$ cat config.mk
export PLATFORM = sky130hd
export DESIGN_NAME = ps2_key_event
export DESIGN_NICKNAME = d
export VERILOG_FILES = /design/src/rtl/ps2_kbd_pkg.sv /design/src/rtl/ps2_ascii_lut.sv /design/src/rtl/ps2_key_event.sv
export SDC_FILE = /design/constraint.sdc
export NUM_CORES = 1
export LEC_CHECK = 0
export ABC_AREA = 1
export CORE_ASPECT_RATIO = 1.25
export CORE_MARGIN = 2
export CORE_UTILIZATION = 59
export CTS_CLUSTER_DIAMETER = 120
export DETAILED_ROUTE_END_ITERATION = 12
export GPL_ROUTABILITY_DRIVEN = 0
export PLACE_DENSITY = 0.85
export SYNTH_ARGS = -nofsm -noshare
export SYNTH_HDL_FRONTEND = slang
export SYNTH_SLANG_ARGS = --single-unit
$ cat constraint.sdc
create_clock -name clk -period 2.6 [get_ports clk]
set_input_delay 0.26 -clock clk [delete_from_list [all_inputs] [get_ports clk]]
set_output_delay 0.26 -clock clk [all_outputs]
set_load 0.05 [all_outputs]
$ cat src/rtl/ps2_kbd_pkg.sv
// Shared definitions for the PS/2 scan-code (set 2) key event decoder.
// Latency: n/a (types, constants and pure helper functions only).
// Backpressure: n/a.
package ps2_kbd_pkg;

  typedef enum logic [2:0] {
    IDLE    = 3'd0,
    EXT     = 3'd1,
    BRK     = 3'd2,
    EXT_BRK = 3'd3,
    SKIP    = 3'd4
  } ps2_state_e;

  // Prefix bytes
  localparam logic [7:0] SC_E0 = 8'hE0;
  localparam logic [7:0] SC_E1 = 8'hE1;
  localparam logic [7:0] SC_F0 = 8'hF0;

  // Modifier / special keys (base code; right ctrl is E0-prefixed SC_CTRL)
  localparam logic [7:0] SC_LSHIFT = 8'h12;
  localparam logic [7:0] SC_RSHIFT = 8'h59;
  localparam logic [7:0] SC_CTRL   = 8'h14;
  localparam logic [7:0] SC_CAPS   = 8'h58;

  // Keyboard-to-host status bytes that never form part of a key event
  localparam logic [7:0] SC_BAT_OK = 8'hAA;
  localparam logic [7:0] SC_ACK    = 8'hFA;
  localparam logic [7:0] SC_ECHO   = 8'hEE;
  localparam logic [7:0] SC_RESEND = 8'hFE;
  localparam logic [7:0] SC_OVF0   = 8'h00;
  localparam logic [7:0] SC_OVF1   = 8'hFF;

  function automatic logic is_ignored(input logic [7:0] b);
    return (b == SC_BAT_OK) || (b == SC_ACK) || (b == SC_ECHO) ||
           (b == SC_RESEND) || (b == SC_OVF0) || (b == SC_OVF1);
  endfunction

  function automatic logic is_prefix(input logic [7:0] b);
    return (b == SC_E0) || (b == SC_E1) || (b == SC_F0);
  endfunction

endpackage

$ cat src/rtl/ps2_ascii_lut.sv
// Scan-code set 2 to ASCII map for letters, digits, space, enter, punctuation.
// Latency: combinational.
// Backpressure: n/a.
// Ports: code - base scan code; upper - letters upper case; shift - shifted
//        symbols for digits/punctuation; ascii - 00 when the code is unmapped.
module ps2_ascii_lut (
  input  logic [7:0] code,
  input  logic       upper,
  input  logic       shift,
  output logic [7:0] ascii
);

  logic [7:0] letter;
  logic [7:0] plain;
  logic [7:0] shifted;

  always_comb begin
    letter  = 8'h00;
    plain   = 8'h00;
    shifted = 8'h00;
    case (code)
      8'h1C: letter = "A";  8'h32: letter = "B";  8'h21: letter = "C";
      8'h23: letter = "D";  8'h24: letter = "E";  8'h2B: letter = "F";
      8'h34: letter = "G";  8'h33: letter = "H";  8'h43: letter = "I";
      8'h3B: letter = "J";  8'h42: letter = "K";  8'h4B: letter = "L";
      8'h3A: letter = "M";  8'h31: letter = "N";  8'h44: letter = "O";
      8'h4D: letter = "P";  8'h15: letter = "Q";  8'h2D: letter = "R";
      8'h1B: letter = "S";  8'h2C: letter = "T";  8'h3C: letter = "U";
      8'h2A: letter = "V";  8'h1D: letter = "W";  8'h22: letter = "X";
      8'h35: letter = "Y";  8'h1A: letter = "Z";
      8'h45: begin plain = "0";  shifted = ")";  end
      8'h16: begin plain = "1";  shifted = "!";  end
      8'h1E: begin plain = "2";  shifted = "@";  end
      8'h26: begin plain = "3";  shifted = "#";  end
      8'h25: begin plain = "4";  shifted = "$";  end
      8'h2E: begin plain = "5";  shifted = "%";  end
      8'h36: begin plain = "6";  shifted = "^";  end
      8'h3D: begin plain = "7";  shifted = "&";  end
      8'h3E: begin plain = "8";  shifted = "*";  end
      8'h46: begin plain = "9";  shifted = "(";  end
      8'h29: begin plain = " ";  shifted = " ";  end
      8'h5A: begin plain = 8'h0D; shifted = 8'h0D; end
      8'h0E: begin plain = 8'h60; shifted = "~";  end
      8'h4E: begin plain = "-";  shifted = "_";  end
      8'h55: begin plain = "=";  shifted = "+";  end
      8'h54: begin plain = "[";  shifted = "{";  end
      8'h5B: begin plain = "]";  shifted = "}";  end
      8'h5D: begin plain = "\\"; shifted = "|";  end
      8'h4C: begin plain = ";";  shifted = ":";  end
      8'h52: begin plain = "'";  shifted = "\""; end
      8'h41: begin plain = ",";  shifted = "<";  end
      8'h49: begin plain = ".";  shifted = ">";  end
      8'h4A: begin plain = "/";  shifted = "?";  end
      default: ;
    endcase
  end

  // Lower case is the upper-case code with bit 5 set
  assign ascii = (letter != 8'h00) ? (upper ? letter : (letter | 8'h20))
                                   : (shift ? shifted : plain);

endmodule

$ cat src/rtl/ps2_key_event.sv
// Decodes a PS/2 set-2 byte stream into key events, modifier state and press count.
// Latency: evt_valid/err pulse one cycle after the final byte's byte_valid.
// Backpressure: none; every byte_valid strobe is consumed in the cycle it arrives.
// Ports: clk/rst (sync, active-high); byte_valid/byte_data in; evt_* event
//        fields held between events; err pulse; shift/ctrl/caps state; held_*
//        tracks the last non-modifier key pressed; press_count counts new presses.
//        evt_ascii exists only when PS2_KEY_ASCII_EN is defined.
module ps2_key_event
  import ps2_kbd_pkg::*;
#(
  parameter int CNT_W       = 8,
  parameter int TIMEOUT_CYC = 1_000_000,
  parameter int PAUSE_SKIP  = 7
) (
  input  logic             clk,
  input  logic             rst,
  input  logic             byte_valid,
  input  logic [7:0]       byte_data,
  output logic             evt_valid,
  output logic [7:0]       evt_code,
  output logic             evt_ext,
  output logic             evt_break,
  output logic             evt_repeat,
  output logic             err,
  output logic             shift_held,
  output logic             ctrl_held,
  output logic             caps_lock,
  output logic             held_valid,
  output logic [8:0]       held_code,
  output logic [CNT_W-1:0] press_count
`ifdef PS2_KEY_ASCII_EN
  ,
  output logic [7:0]       evt_ascii
`endif
);

  localparam int TMO_W  = (TIMEOUT_CYC < 2) ? 1 : $clog2(TIMEOUT_CYC + 1);
  localparam int SKIP_W = (PAUSE_SKIP < 2) ? 1 : $clog2(PAUSE_SKIP + 1);

  ps2_state_e        state_q, state_d;
  logic [SKIP_W-1:0] skip_cnt_q, skip_cnt_d;
  logic [TMO_W-1:0]  tmo_cnt_q, tmo_cnt_d;
  logic              evt_valid_q, evt_valid_d;
  logic [7:0]        evt_code_q, evt_code_d;
  logic              evt_ext_q, evt_ext_d;
  logic              evt_break_q, evt_break_d;
  logic              evt_repeat_q, evt_repeat_d;
  logic              err_q, err_d;
  logic              lshift_q, lshift_d, rshift_q, rshift_d;
  logic              lctrl_q, lctrl_d, rctrl_q, rctrl_d;
  logic              caps_q, caps_d;
  logic              held_valid_q, held_valid_d;
  logic [8:0]        held_code_q, held_code_d;
  logic [CNT_W-1:0]  press_count_q, press_count_d;

  // Decoded completion of a key sequence in this cycle
  logic       fire, fire_ext, fire_brk;
  logic [8:0] key;
  logic       is_mod;

  always_comb begin
    state_d       = state_q;
    skip_cnt_d    = skip_cnt_q;
    tmo_cnt_d     = tmo_cnt_q;
    evt_valid_d   = 1'b0;
    evt_code_d    = evt_code_q;
    evt_ext_d     = evt_ext_q;
    evt_break_d   = evt_break_q;
    evt_repeat_d  = evt_repeat_q;
    err_d         = 1'b0;
    lshift_d      = lshift_q;
    rshift_d      = rshift_q;
    lctrl_d       = lctrl_q;
    rctrl_d       = rctrl_q;
    caps_d        = caps_q;
    held_valid_d  = held_valid_q;
    held_code_d   = held_code_q;
    press_count_d = press_count_q;
    fire          = 1'b0;
    fire_ext      = 1'b0;
    fire_brk      = 1'b0;

    // A byte always beats a timeout expiring in the same cycle
    if (byte_valid) begin
      tmo_cnt_d = '0;
      case (state_q)
        IDLE: begin
          if (byte_data == SC_E0) begin
            state_d = EXT;
          end else if (byte_data == SC_F0) begin
            state_d = BRK;
          end else if (byte_data == SC_E1) begin
            state_d    = SKIP;
            skip_cnt_d = SKIP_W'(PAUSE_SKIP);
          end else if (!is_ignored(byte_data)) begin
            fire = 1'b1;
          end
        end
        EXT: begin
          state_d = IDLE;
          if (byte_data == SC_F0) begin
            state_d = EXT_BRK;
          end else if (byte_data == SC_E0 || byte_data == SC_E1) begin
            err_d = 1'b1;
          end else begin
            fire     = 1'b1;
            fire_ext = 1'b1;
          end
        end
        BRK, EXT_BRK: begin
          state_d = IDLE;
          if (is_prefix(byte_data)) begin
            err_d = 1'b1;
          end else begin
            fire     = 1'b1;
            fire_brk = 1'b1;
            fire_ext = (state_q == EXT_BRK);
          end
        end
        SKIP: begin
          skip_cnt_d = skip_cnt_q - 1'b1;
          if (skip_cnt_q <= SKIP_W'(1)) begin
            state_d    = IDLE;
            skip_cnt_d = '0;
          end
        end
        default: state_d = IDLE;
      endcase
    end else if (state_q != IDLE) begin
      if (tmo_cnt_q >= TMO_W'(TIMEOUT_CYC - 1)) begin
        err_d      = 1'b1;
        state_d    = IDLE;
        tmo_cnt_d  = '0;
        skip_cnt_d = '0;
      end else begin
        tmo_cnt_d = tmo_cnt_q + 1'b1;
      end
    end

    key    = {fire_ext, byte_data};
    is_mod = (key == {1'b0, SC_LSHIFT}) || (key == {1'b0, SC_RSHIFT}) ||
             (key == {1'b0, SC_CTRL})   || (key == {1'b1, SC_CTRL});

    if (fire) begin
      evt_valid_d  = 1'b1;
      evt_code_d   = byte_data;
      evt_ext_d    = fire_ext;
      evt_break_d  = fire_brk;
      evt_repeat_d = 1'b0;
      if (is_mod) begin
        // Shift/ctrl follow make/break only; typematic repeats are harmless
        if (key == {1'b0, SC_LSHIFT}) lshift_d = !fire_brk;
        if (key == {1'b0, SC_RSHIFT}) rshift_d = !fire_brk;
        if (key == {1'b0, SC_CTRL})   lctrl_d  = !fire_brk;
        if (key == {1'b1, SC_CTRL})   rctrl_d  = !fire_brk;
      end else if (!fire_brk) begin
        if (held_valid_q && key == held_code_q) begin
          evt_repeat_d = 1'b1;
        end else begin
          held_valid_d  = 1'b1;
          held_code_d   = key;
          press_count_d = press_count_q + 1'b1;
          // Caps lock is tracked like a normal key so its repeats can be
          // recognised and ignored for the toggle
          if (key == {1'b0, SC_CAPS}) caps_d = !caps_q;
        end
      end else if (held_valid_q && key == held_code_q) begin
        held_valid_d = 1'b0;
      end
    end
  end

  always_ff @(posedge clk) begin
    if (rst) begin
      state_q       <= IDLE;
      skip_cnt_q    <= '0;
      tmo_cnt_q     <= '0;
      evt_valid_q   <= 1'b0;
      evt_code_q    <= '0;
      evt_ext_q     <= 1'b0;
      evt_break_q   <= 1'b0;
      evt_repeat_q  <= 1'b0;
      err_q         <= 1'b0;
      lshift_q      <= 1'b0;
      rshift_q      <= 1'b0;
      lctrl_q       <= 1'b0;
      rctrl_q       <= 1'b0;
      caps_q        <= 1'b0;
      held_valid_q  <= 1'b0;
      held_code_q   <= '0;
      press_count_q <= '0;
    end else begin
      state_q       <= state_d;
      skip_cnt_q    <= skip_cnt_d;
      tmo_cnt_q     <= tmo_cnt_d;
      evt_valid_q   <= evt_valid_d;
      evt_code_q    <= evt_code_d;
      evt_ext_q     <= evt_ext_d;
      evt_break_q   <= evt_break_d;
      evt_repeat_q  <= evt_repeat_d;
      err_q         <= err_d;
      lshift_q      <= lshift_d;
      rshift_q      <= rshift_d;
      lctrl_q       <= lctrl_d;
      rctrl_q       <= rctrl_d;
      caps_q        <= caps_d;
      held_valid_q  <= held_valid_d;
      held_code_q   <= held_code_d;
      press_count_q <= press_count_d;
    end
  end

`ifdef PS2_KEY_ASCII_EN
  logic [7:0] lut_ascii;
  logic [7:0] evt_ascii_q, evt_ascii_d;

  // Registered modifier state is the state before the current event applies
  ps2_ascii_lut u_ascii_lut (
    .code  (byte_data),
    .upper (lshift_q ^ rshift_q ^ (lshift_q & rshift_q) ^ caps_q),
    .shift (lshift_q | rshift_q),
    .ascii (lut_ascii)
  );

  always_comb begin
    evt_ascii_d = evt_ascii_q;
    if (fire) evt_ascii_d = (fire_ext || fire_brk) ? 8'h00 : lut_ascii;
  end

  always_ff @(posedge clk) begin
    if (rst) evt_ascii_q <= '0;
    else     evt_ascii_q <= evt_ascii_d;
  end

  assign evt_ascii = evt_ascii_q;
`endif

  assign evt_valid   = evt_valid_q;
  assign evt_code    = evt_code_q;
  assign evt_ext     = evt_ext_q;
  assign evt_break   = evt_break_q;
  assign evt_repeat  = evt_repeat_q;
  assign err         = err_q;
  assign shift_held  = lshift_q | rshift_q;
  assign ctrl_held   = lctrl_q | rctrl_q;
  assign caps_lock   = caps_q;
  assign held_valid  = held_valid_q;
  assign held_code   = held_code_q;
  assign press_count = press_count_q;

endmodule

==> results of run 1 <==
-- cell families after synthesis --
family | synth area share [%]
buffers and inverters | 8.429
AO/OA/AOI/OAI | 11.90
adder cells (fa/ha/maj) | 1.865
flip-flops | 37.00
AND/OR/NAND/NOR | 36.11
XOR/XNOR | 4.700
-- cell usage after synthesis (2+ instances only) --
library cell / number / share of area [%]
nor2_2: 7 / 1.3
and3_1: 2 / 0.37
o21ai_1: 10 / 1.5
nand3_4: 3 / 1.6
xnor2_1: 11 / 2.9
nand3_2: 4 / 1.2
inv_2: 5 / 0.56
nor2_1: 84 / 9.4
o21ai_0: 22 / 3.3
buf_6: 3 / 1.0
nand3_1: 27 / 4.0
nand2_1: 83 / 9.3
nor4_1: 3 / 0.56
a21oi_1: 31 / 4.6
nand4_1: 3 / 0.56
nand4_2: 2 / 0.75
xor2_1: 7 / 1.8
inv_1: 49 / 5.5
dfxtp_1: 62 / 37
a21oi_2: 3 / 0.78
or2_2: 4 / 0.75
buf_4: 2 / 0.45
ha_1: 5 / 1.9
nand2_2: 4 / 0.75
clkbuf_1: 6 / 0.67
nor2_4: 5 / 1.7
nor3_1: 15 / 2.2
nor3b_1: 2 / 0.45
o31ai_1: 2 / 0.45
-- how the worst max path moves through the flow --
stage | from | endpoint | cells past startpoint
global placement | byte_data[6] | held_code[2] | 12
detailed placement | byte_data[3] | press_count[7] | 13
CTS | tmo_cnt_q[0] | tmo_cnt_q[10] | 7
finish | tmo_cnt_q[0] | tmo_cnt_q[10] | 7
floorplan | held_code[5] | held_valid | 12
global route | tmo_cnt_q[16] | tmo_cnt_q[15] | 9
-- flip-flops by register name (all words and copies together) (netlist names), 3 cells and up --
signal,cells
evt_code,8
press_count,8
tmo_cnt_q,20
skip_cnt_q,3
state_q,3
held_code,9
-- tightest hold or removal path: stages (launching register included) --
cell and delay, ns:
dfxtp_1 0.32, inv_1 0.05, a21oi_1 0.05
-- layer usage --
| metal | global-route usage [%] | up-vias | part of all wire, % |
|---|---|---|---|
| li1 | - | 1616 | - |
| met1 | 27.97 | 1486 | 41 |
| met2 | 49.49 | 76 | 52 |
| met3 | 4.442 | 23 | 4.2 |
| met4 | 14.92 | 0 | 2.9 |
| met5 | 0 | - | 0 |
-- power groups by stage --
| stage | Clock, mW | Sequential (mW) | Combinational (mW) |
|---|---|---|---|
| 5_1_grt | 0.814 | 1.04 | 0.551 |
| 4_1_cts | 0.779 | 1.04 | 0.508 |
| 3_3_place_gp | 0 | 1.06 | 0.498 |
| 2_1_floorplan | 0 | 1.19 | 0.223 |
| 6_report | 0.766 | 1.04 | 0.508 |
| 3_5_place_dp | 0 | 1.06 | 0.506 |
-- layout make-up --
class / count / area [sq um]
fill: 443 / 1424
inverter: 55 / 206.4
tap: 64 / 80.08
timing repair buffer: 48 / 483.0
clock buffer: 13 / 158.9
multi-input combinational: 347 / 1831
clock inverter: 3 / 18.77
sequential: 62 / 1241
==> flow_summary.ini, run 1 <==
[hold_path]
min_from = tmo_cnt_q[19]
whs_path_depth = 2
whs_endpoint = tmo_cnt_q[19]
hold_path.class = reg -> reg

[setup_path]
crit_fanout = 20
critical_path.top_delay_family = simple AND/OR/NAND/NOR gates
crit_slowest_cell = nand3_1
cp_slowest_stage_delay_ns = 0.54
startpoint_type = flop
rr_worst_depth = 7
cp-end-kind = flop
reg2reg_from = tmo_cnt_q[0]
criticalPathCategory = reg -> reg
crit_top_cell = nand3_1
arrival_ns = 2.27
cp_cell_sequence = ha_1, and3_1, nand3_1, nand3_1, nand2_1, nand3_1, nor3b_1
critPathBufInv = 0
r2r-end = tmo_cnt_q[10]
cp.required_ns = 2.86
rrSetupSlack_ns = 0.59

[timing]
setup_viol = 0
max_freq_mhz = 496.9
hold_viol = 0
skew_ns = 0.009024
timing.hold.ws_ns = 0.4684
fin_setup_tns_ns = 0
slew_viol_final = 0
worst_slack_ns = 0.5874
rsz0062_at_grt = no
period_minus_slack_ns = 2.013
slew_headroom_pct = 48.30
worst_slew_pin_slew_ns = 0.7733
finalCritPeriodShare_pct = 77.41

[floorplan]
core_sq_um = 5443
ioPinCount = 45
die_area_sq_um = 6309
die_width_um = 71.44
dieHeight_um = 88.31
start_util_pct = 61.63
row_count = 30

[global_route]
antenna_found_initial = 0
grt_pass1_vias = 3129
overflow = 0
grt_pass1_wl_mm = 13.33
grt_max_degree = 27
grt_util_all_layers_pct = 26.49

[routing]
ant_nets = 0
drt-total-wl_mm = 7.637
wl_per_cell_um = 12.90
drcViolationCount = 0
dr.pass1.iters = 5
drtIter0Drc = 189
vias = 3201
viasPerCell = 5.407

[clocking]
tritoncts = done
post_cts_resized = 0
cts-root-buf = clkbuf_8
cts_buffer_depth = 2
cts.sink_count = 62
clkLatencyLatePin_ns = 0.35
numCtsBuffers = 9
cts_setup_buffers = 0
cts_hold_buf = 0
htree_levels = 3
clk_pin_slew_ns = 0.07

[yosys]
ys.flop_type = dfxtp_1
syn_avg_cell_area_sq_um = 7.047
ys_warn_count = 0
synth-async-reset-ratio_pct = 0
yosysSeqAreaShare_pct = 37.00
syn-num-nets = 492
synth_seq_cells = 62
ys_types = 39
netlist_instances = 476
syn_area_sq_um = 3354
synth_edf_count = 0

[place]
dpl.hpwl_mm = 5.730
io_buffers = 44
dp_cells = 576
pre_cts_ws_ns = 0.2639
dpl_cell_area_sq_um = 3841

[cells_and_area]
layout_common_cells = nor2_1, nand2_1, dfxtp_1
layout.nets = 539
drive_gt1_share_pct = 10.98
area_growth_pct = 19.81
n_antenna_cell = 0
final_common_cell = nor2_1
fin_cells = 592
stdcell_area_sq_um = 4019
final_util_pct = 73.84

[pwr]
power.total_mw = 2.311
power.share.clock_pct = 33.1
p_sw_mw = 0.7460
power.internal_mw = 1.565
max-vdd-ir-drop_mv = 0.4200
swShare_pct = 32.28
pwr-share-seq_pct = 44.9
p_comb_share_pct = 22.0
power_leakage_nw = 1.590
cellPowerDensity_nw_per_um2 = 575.1

[run_status]
outcome = complete, no violations

[job]
drv_cap = 0
No activity file was read; power rests on OpenSTA's default activity.
==> inputs of run 2 (changes only) <==
--- a/config.mk
+++ b/config.mk
@@ -8,11 +8,11 @@
 export ABC_AREA = 1
 export CORE_ASPECT_RATIO = 1.25
 export CORE_MARGIN = 2
-export CORE_UTILIZATION = 59
+export CORE_UTILIZATION = 55
 export CTS_CLUSTER_DIAMETER = 120
 export DETAILED_ROUTE_END_ITERATION = 12
 export GPL_ROUTABILITY_DRIVEN = 0
-export PLACE_DENSITY = 0.85
+export PLACE_DENSITY = 0.8
 export SYNTH_ARGS = -nofsm -noshare
 export SYNTH_HDL_FRONTEND = slang
 export SYNTH_SLANG_ARGS = --single-unit
==> constraint.sdc (replaced) <==
create_clock -name clk -period 2 [get_ports clk]
set_input_delay 0.2 -clock clk [delete_from_list [all_inputs] [get_ports clk]]
set_output_delay 0.2 -clock clk [all_outputs]
set_load 0.05 [all_outputs]
==> run 2 against run 1 <==
Effect of this change: final cell count increased by 8.4%; clock-buffer cell count down 2; worst setup slack got worse by 0.45 ns; sequential power is 30% higher; total power rose by 44%; combinational power up 41%; register-to-register slack worse by 0.42 ns; clock skew rose by 0.00051 ns; global-route usage fell by 1.7 points; flip-flop and latch count is the same; via count is 2.5% higher; largest cell class unchanged; largest power group unchanged.
==> flow_summary.ini, run 2 (synthesis gave the netlist of run 1 again) <==
[timing]
rsz0062_at_grt = no
fin_setup_tns_ns = 0
setup_viol = 0
worst_slack_ns = 0.1351
period_minus_slack_ns = 1.865
hold_viol = 0
timing.hold.ws_ns = 0.2796
slew_headroom_pct = 65.33
slew_viol_final = 0
worst_slew_pin_slew_ns = 0.5184
max_freq_mhz = 536.2
finalCritPeriodShare_pct = 93.24
skew_ns = 0.009530

[clocking]
cts_buffer_depth = 2
clkLatencyLatePin_ns = 0.35
clk_pin_slew_ns = 0.07
post_cts_resized = 0
cts-root-buf = clkbuf_8
tritoncts = done
cts_setup_buffers = 0
htree_levels = 3
numCtsBuffers = 9
cts.sink_count = 62
cts_hold_buf = 0

[setup_path]
startpoint = lshift_q
crit_fanout = 2
rrSetupSlack_ns = 0.17
cp_slowest_stage_delay_ns = 0.71
rr_worst_depth = 10
startpoint_type = flop
cp.required_ns = 1.80
cp-end-kind = primary output
reg2reg_from = tmo_cnt_q[0]
criticalPathCategory = reg -> out
arrival_ns = 1.66
cp_cell_sequence = or2_2, clkdlybuf4s50_1
r2r-end = tmo_cnt_q[18]
crit_slowest_cell = clkdlybuf4s50_1
crit_end = shift_held

[global_route]
grt_pass1_vias = 3170
antenna_found_initial = 0
grt_util_all_layers_pct = 24.83
overflow = 0
grt_pass1_wl_mm = 13.21
grt_max_degree = 23

[routing]
drt-met1-wl_mm = 3.237
routed.top_layer = met4
drtIter0Drc = 71
wl_per_cell_um = 12.37
ant_nets = 0
drt-total-wl_mm = 7.944
viasPerCell = 5.109
met3_length_um = 260
wl_met2_mm = 4.174
vias = 3280
dr.pass1.iters = 4
drcViolationCount = 0

[cells_and_area]
area_growth_pct = 30.03
layout.nets = 571
largest_register_ffs = 20
drive_gt1_share_pct = 16.79
stdcell_area_sq_um = 4362
fin_cells = 642
n_antenna_cell = 0
fillers = 465
layout_common_cells = nand2_1, nor2_1, dfxtp_1
top_register = tmo_cnt_q

[job]
drv_cap = 0

[pwr]
cellPowerDensity_nw_per_um2 = 762.8
power_leakage_nw = 1.778
max-vdd-ir-drop_mv = 0.6518

[floorplan]
core_sq_um = 5857
die_width_um = 73.85
ioPinCount = 45
start_util_pct = 57.27
row_count = 31
dieHeight_um = 91.32
die_area_sq_um = 6744

[place]
io_buffers = 44
dp_cells = 626
pre_cts_ws_ns = -0.1882
dpl.hpwl_mm = 5.931
dpl_cell_area_sq_um = 4104

[run_status]
outcome = complete, no violations

[hold_path]
hold_path.class = in -> reg
==> run 2: routing by layer <==
| layer | global-route usage (%) | up-vias |
|---|---|---|
| met4 | 17.12 | 0 |
| met3 | 4.661 | 24 |
| met5 | 0 | - |
| met2 | 42.86 | 63 |
| li1 | - | 1692 |
| met1 | 26.18 | 1501 |
==> run 2: final cells by class <==
| class | instances | area, sq um | share of cell area [%] |
|---|---|---|---|
| clock inverters | 5 | 81.33 | 1.865 |
| well taps | 82 | 102.6 | 2.352 |
| multi-input cells | 347 | 1849 | 42.40 |
| inverters | 55 | 206.4 | 4.733 |
| repair buffers | 80 | 729.5 | 16.72 |
| flip-flops and latches | 62 | 1241 | 28.46 |
| clock buffers | 11 | 151.4 | 3.471 |
==> run 2: power by group <==
group / total [mW] / internal (mW) / switching, mW
logic: 0.715 / 0.261 / 0.454
clock network: 1.26 / 0.769 / 0.494
registers: 1.35 / 1.30 / 0.0519
==> run 2: worst max-delay path, delay by kind of cell (launching register included) <==
family / cells / cell delay, ns
buffers and inverters: 1 / 0.71
flip-flops: 1 / 0.32
AND/OR/NAND/NOR: 1 / 0.29
==> run 2: how the worst min path moves through the flow <==
stage	from	end	slack (ns)	cells after the start
floorplan	byte_data[0]	held_code[0]	0.33	2
global placement	tmo_cnt_q[19]	tmo_cnt_q[19]	0.45	2
detailed placement	evt_repeat	evt_repeat	0.46	2
CTS	tmo_cnt_q[19]	tmo_cnt_q[19]	0.47	2
global route	byte_data[2]	held_code[2]	0.31	3
finish	byte_data[2]	held_code[2]	0.28	3
==> run 2: per-stage QoR <==
stage	util [%]	total power [mW]
2_1_floorplan	-	1.837
3_3_place_gp	70.07	2.064
3_5_place_dp	70.07	2.082
4_1_cts	74.04	3.350
5_1_grt	74.47	3.465
6_report	74.47	3.327
